===== src/rtl/writeback_stage.sv =====
// Writeback stage: registers the MEM/WB fields, formats load data and drives the register-file write port.
// Optional build macro WB_INSTRET_EN adds a 64-bit retired-instruction counter on InstretW.
module writeback_stage #(
   parameter int WIDTH  = 32,
   parameter int REG_AW = 5
) (
   input  logic              clk,
   input  logic              rst,
   input  logic              StallW,
   input  logic              FlushW,
   input  logic              ValidM,
   input  logic              RegWriteM,
   input  logic [REG_AW-1:0] RdM,
   input  logic [1:0]        ResultSrcM,
   input  logic [2:0]        Funct3M,
   input  logic [WIDTH-1:0]  ALUResultM,
   input  logic [WIDTH-1:0]  ReadDataM,
   input  logic [WIDTH-1:0]  PCPlus4M,
   input  logic [WIDTH-1:0]  ImmExtM,
   output logic              ValidW,
   output logic              RegWriteW,
   output logic [REG_AW-1:0] RdW,
   output logic [WIDTH-1:0]  ResultW
`ifdef WB_INSTRET_EN
   ,output logic [63:0]      InstretW
`endif
);

   localparam int OFFW = (WIDTH == 64) ? 3 : 2;

   localparam logic [1:0] SRC_ALU  = 2'b00;
   localparam logic [1:0] SRC_LOAD = 2'b01;
   localparam logic [1:0] SRC_PC4  = 2'b10;
   localparam logic [1:0] SRC_IMM  = 2'b11;

   localparam logic [2:0] F3_LB  = 3'b000;
   localparam logic [2:0] F3_LH  = 3'b001;
   localparam logic [2:0] F3_LW  = 3'b010;
   localparam logic [2:0] F3_LD  = 3'b011;
   localparam logic [2:0] F3_LBU = 3'b100;
   localparam logic [2:0] F3_LHU = 3'b101;
   localparam logic [2:0] F3_LWU = 3'b110;

   logic              valid_q;
   logic              regwrite_q;
   logic [REG_AW-1:0] rd_q;
   logic [1:0]        resultsrc_q;
   logic [2:0]        funct3_q;
   logic [WIDTH-1:0]  aluresult_q;
   logic [WIDTH-1:0]  readdata_q;
   logic [WIDTH-1:0]  pcplus4_q;
   logic [WIDTH-1:0]  immext_q;

   logic              load_en;

   assign load_en = !FlushW && !StallW;

   // Flush only kills valid/regwrite; the payload is held so ResultW stays quiet.
   always_ff @(posedge clk) begin
      if (!rst) begin
         valid_q     <= 1'b0;
         regwrite_q  <= 1'b0;
         rd_q        <= '0;
         resultsrc_q <= 2'b00;
         funct3_q    <= 3'b000;
         aluresult_q <= '0;
         readdata_q  <= '0;
         pcplus4_q   <= '0;
         immext_q    <= '0;
      end else if (FlushW) begin
         valid_q     <= 1'b0;
         regwrite_q  <= 1'b0;
      end else if (load_en) begin
         valid_q     <= ValidM;
         regwrite_q  <= RegWriteM;
         rd_q        <= RdM;
         resultsrc_q <= ResultSrcM;
         funct3_q    <= Funct3M;
         aluresult_q <= ALUResultM;
         readdata_q  <= ReadDataM;
         pcplus4_q   <= PCPlus4M;
         immext_q    <= ImmExtM;
      end
   end

`ifdef WB_INSTRET_EN
   logic [63:0] instret_q;

   always_ff @(posedge clk) begin
      if (!rst) begin
         instret_q <= '0;
      end else if (load_en && ValidM) begin
         instret_q <= instret_q + 64'd1;
      end
   end

   assign InstretW = instret_q;
`endif

   logic [OFFW-1:0]  off_b;
   logic [OFFW-1:0]  off_h;
   logic [OFFW-1:0]  off_w;
   logic [7:0]       byte_v;
   logic [15:0]      half_v;
   logic [31:0]      word_v;
   logic [WIDTH-1:0] load_fmt;

   always_comb begin
      off_b      = aluresult_q[OFFW-1:0];
      off_h      = off_b;
      off_h[0]   = 1'b0;
      off_w      = off_b;
      off_w[1:0] = 2'b00;
      byte_v     = readdata_q[{off_b, 3'b000} +: 8];
      half_v     = readdata_q[{off_h, 3'b000} +: 16];
      word_v     = readdata_q[{off_w, 3'b000} +: 32];
   end

   // For WIDTH=32 the word cases collapse to readdata, since off_w is always 0.
   always_comb begin
      load_fmt = readdata_q;
      case (funct3_q)
         F3_LB:   load_fmt = WIDTH'($signed(byte_v));
         F3_LBU:  load_fmt = WIDTH'(byte_v);
         F3_LH:   load_fmt = WIDTH'($signed(half_v));
         F3_LHU:  load_fmt = WIDTH'(half_v);
         F3_LW:   load_fmt = WIDTH'($signed(word_v));
         F3_LWU:  load_fmt = WIDTH'(word_v);
         F3_LD:   load_fmt = readdata_q;
         default: load_fmt = readdata_q;
      endcase
   end

   always_comb begin
      ResultW = aluresult_q;
      case (resultsrc_q)
         SRC_ALU:  ResultW = aluresult_q;
         SRC_LOAD: ResultW = load_fmt;
         SRC_PC4:  ResultW = pcplus4_q;
         SRC_IMM:  ResultW = immext_q;
         default:  ResultW = aluresult_q;
      endcase
   end

   assign ValidW    = valid_q;
   assign RdW       = rd_q;
   assign RegWriteW = regwrite_q && valid_q && (rd_q != '0);

endmodule


===== config.mk =====
export PLATFORM = sky130hd
export DESIGN_NAME = writeback_stage
export DESIGN_NICKNAME = d
export VERILOG_FILES = /design/src/rtl/writeback_stage.sv
export SDC_FILE = /design/constraint.sdc
export NUM_CORES = 1
export LEC_CHECK = 0
export BUFFER_PORTS_ARGS = -buffer_cell sky130_fd_sc_hd__buf_2
export CORE_UTILIZATION = 53
export CTS_BUF_LIST = sky130_fd_sc_hd__clkbuf_8 sky130_fd_sc_hd__clkbuf_16
export DETAILED_ROUTE_END_ITERATION = 6
export GPL_ROUTABILITY_DRIVEN = 0
export GPL_TIMING_DRIVEN = 0
export PLACE_DENSITY = 0.88
export SLEW_MARGIN = 0
export SYNTH_ARGS = -nofsm -noshare
export SYNTH_HDL_FRONTEND = slang
export SYNTH_SLANG_ARGS = --single-unit

===== constraint.sdc =====
create_clock -name clk -period 1.55 [get_ports clk]
set_input_delay 0.0775 -clock clk [delete_from_list [all_inputs] [get_ports clk]]
set_output_delay 0.0775 -clock clk [all_outputs]
set_load 0.02 [all_outputs]

==> results by group <==
Layout
  – Commonest non-fill, non-tap cells in the layout: nand2_1 (330), buf_2 (164), dlygate4sd3_1 (143)
  – Most common cell after layout, fill and taps aside: nand2_1
  – Final Cell Area: 0.0107 mm^2
  – Share of cells above drive strength 1: 0.276
  – Finished Layout Cells: 1407
  – Area of all sequential standard cells: 0.00282 mm^2
  – Inserted Diodes: 0
  – Final core occ: 0.878
  – Area occupied by multi-input gates: 0.00400 mm^2
  – FILL cells: 539
  – Nets: 1370
  – Area growth, synth to finish: 59.1%

Timing
  – Tightest Pin Transition: 0.895 ns
  – FMAX: 456 MHz
  – TNS Setup: -17.72 ns
  – Clk_skew: 0 ns
  – Tcrit/Tclk final: 1.42
  – Final Critical Period: 2.19 ns
  – Unrepaired setup endpoints after global routing: yes
  – Relative slew slack: 0.404
  – Hold Fails Final Rpt: 0
  – Worst hold margin: 0.0383 ns
  – Setup WS post-layout: -0.645 ns
  – Final setup vio count: 33
  – Slew Limit Fails: 0

Clock network
  – Maximum clock insertion buffer count: 2
  – TritonCTS clock tree: yes
  – Clk slew on worst S/H paths: 0.06 ns
  – CTS H-tree depth: 4
  – Worst skew pair latency: 0.44 ns
  – Clk root buf: clkbuf_16
  – CTS buffer count: 17
  – Clock sink count: 140

Global route
  – Largest net degree at the start of global routing: 17
  – Number of global-route vias before repair: 8483
  – First-pass GRT wire length: 43.8 mm
  – Overflow after GRT: 0
  – Global router's overall resource usage: 0.446
  – Initial antenna violation count: 1

Power
  – Leakage dissipation: 4.31 nW
  – Int Pwr: 7.15 mW
  – Sw power: 2.86 mW
  – Clock power share: 0.408
  – Sw Ratio: 0.285
  – Comb power frac: 0.199
  – Power per cell area: 933 mW/mm^2
  – Total power: 10.0 mW
  – Reg power frac: 0.393
  – Maximum VDD drop: 0.752 mV

Placement
  – Inst Count DP: 1214
  – Port-buffer cells: 181
  – Final HPWL DP: 15.6 mm
  – Cell area after placement: 0.00786 mm^2
  – Dpl ws: -0.288 ns

Setup path
  – Crit. End Element: primary output
  – Delay of the slowest critical-path stage: 0.42 ns
  – Setup crit end: ResultW[13]
  – Critical path arrival: 2.12 ns
  – Crit path from: resultsrc_q[1]
  – Worst endpoint required time: 1.47 ns
  – Reg2Reg Launch Point: resultsrc_q[1]
  – Flop-to-flop setup slack: 0.19 ns
  – Crit path max fanout: 10
  – Crit Reg-Reg Endpoint: resultsrc_q[1]
  – FF-to-FF path depth: 5
  – Max stage delay cell, worst path: or2_2
  – Cell breakdown of the critical path: buf_4 -> or2_2 -> buf_6 -> o21ai_4 -> a21oi_4 -> buf_2
  – Worst Setup Path Type: reg -> out
  – Setup crit start kind: register

Die
  – Site row count: 40
  – Die width: 115 um
  – IO Count: 183
  – Chip height: 115 um
  – Initial Utilization: 0.552
  – Core Region: 0.0122 mm^2
  – Die ar.: 0.0132 mm^2

Yosys
  – Sequential share of the synthesized area: 0.416
  – Syn. warnings: 0
  – Mean Syn Cell Area: 7.79 um^2
  – #FFs+latches synth: 140
  – Synth Instances: 865
  – Synth cell types: 42
  – Mapped Area: 0.00674 mm^2
  – Syn nets: 1009

Drt
  – Via count: 8883
  – Vias per cell: 6.31
  – Final WL: 32.5 mm
  – Wire length per cell: 23.1 um
  – Detailed Routing Iterations Pass 1: 7
  – Detailed-route DRC error count: 9
  – DRT antenna net count: 0
  – Iter 0 DRT Violations: 1470

Worst hold path
  – Worst hold path type: in -> reg
  – Hold_sp: rst

Status
  – Outcome: finished, violations left
  – Failing checks: DRC, setup timing

Flow run
  – Max-cap check violation count: 0
-- per-layer routing --
layer  part of all wire  up-vias  GRT usage  wire (um)
li1                   -     3616          -          -
met1               0.33     4046      0.492      10700
met2               0.45      898      0.743      14600
met3               0.13      323      0.132       4180
met4              0.093        0      0.307       3030
met5                  0        -          0          0
-- critical path: cells and delay by family (launching register included) --
kind / cells / cell delay, ns
compound gates: 2 / 0.39
buf+inv: 3 / 0.55
flops: 1 / 0.31
simple gates: 1 / 0.42
-- how the worst min path moves through the flow --
| stage | end | cells after the start |
|---|---|---|
| after floorplan | ValidW | 2 |
| after global placement | ValidW | 3 |
| after detailed placement | ValidW | 3 |
| after CTS | readdata_q[31] | 2 |
| after global routing | aluresult_q[29] | 2 |
| final | aluresult_q[29] | 2 |
-- layout make-up --
cell class | instances | share of cell area
Inverter | 2 | 0.000700
Clock buffer | 20 | 0.0435
Clock inverter | 12 | 0.0100
Tap cell | 168 | 0.0196
Buffer | 67 | 0.0413
Sequential cell | 140 | 0.263
Timing Repair Buffer | 343 | 0.249
Multi-Input combinational cell | 655 | 0.372
-- cells by family (layout without fill, tap and decap cells) --
| logic type | Yosys count | count (layout) | synth area share |
|---|---|---|---|
| AO/OA/AOI/OAI | 230 | 230 | 0.243 |
| buffers and inverters | 70 | 444 | 0.0496 |
| multiplexers | 41 | 41 | 0.0689 |
| flip-flops | 140 | 140 | 0.416 |
| AND/OR/NAND/NOR | 384 | 384 | 0.223 |
-- power groups by stage --
stage | combinational, mW | clock, mW | sequential, mW
3_3_place_gp | 1.20 | 0 | 3.96
2_1_floorplan | 0.744 | 0 | 3.92
3_5_place_dp | 1.22 | 0 | 3.96
4_1_cts | 1.70 | 3.97 | 3.90
5_1_grt | 2.07 | 4.20 | 3.93
6_report | 2.00 | 4.09 | 3.93
-- synthesized netlist by cell type --
cell / count / area (um^2)
o21a_1: 1 / 7.51
a21boi_0: 138 / 1040
clkbuf_1: 35 / 131
a22oi_1: 9 / 67.6
a221oi_1: 2 / 17.5
o31ai_1: 1 / 7.51
nor2b_1: 4 / 25.0
buf_2: 18 / 90.1
a21oi_1: 5 / 25.0
and2_0: 1 / 6.26
or3_1: 1 / 6.26
a22o_1: 5 / 43.8
nor2_1: 30 / 113
mux2i_1: 25 / 250
or3b_1: 1 / 8.76
o22ai_1: 2 / 12.5
o221ai_1: 3 / 26.3
a221o_1: 1 / 10.0
o21ai_0: 47 / 235
a41oi_1: 1 / 8.76
a2111oi_0: 2 / 17.5
o41ai_1: 1 / 8.76
inv_1: 2 / 7.51
dfxtp_1: 140 / 2800
nand3_1: 2 / 10.0
buf_1: 5 / 18.8
nor3b_2: 1 / 12.5
nand2b_1: 8 / 50.1
mux2_2: 13 / 146
o311a_1: 3 / 30.0
nand2_1: 333 / 1250
mux4_2: 3 / 67.6
nand3_2: 1 / 10.0
o41a_1: 1 / 11.3
buf_6: 3 / 33.8
o31ai_2: 1 / 12.5
a31o_2: 4 / 35.0
or2_1: 1 / 6.26
buf_4: 7 / 52.6
a211oi_1: 1 / 7.51
a21o_1: 2 / 15.0
or2_2: 1 / 6.26
-- flip-flops by register name, summed over array words and instances (netlist names) --
signal and cells:
RdW 5, aluresult_q 32, ValidW 1, readdata_q 32, regwrite_q 1, resultsrc_q 2, funct3_q 3, pcplus4_q 32
immext_q 32
-- repair_timing --
| item | 4_1_cts | 5_1_grt |
|---|---|---|
| pin swaps | 6 | 17 |
| gates cloned | 2 | 1 |
| endpoints found under the hold margin | 140 | 0 |
| setup endpoints to repair | 34 | 33 |
| buffers inserted | 10 | 7 |
| resized for setup | 135 | 58 |
| hold buffers | 143 | 0 |
(Power assumes the default switching activity.)
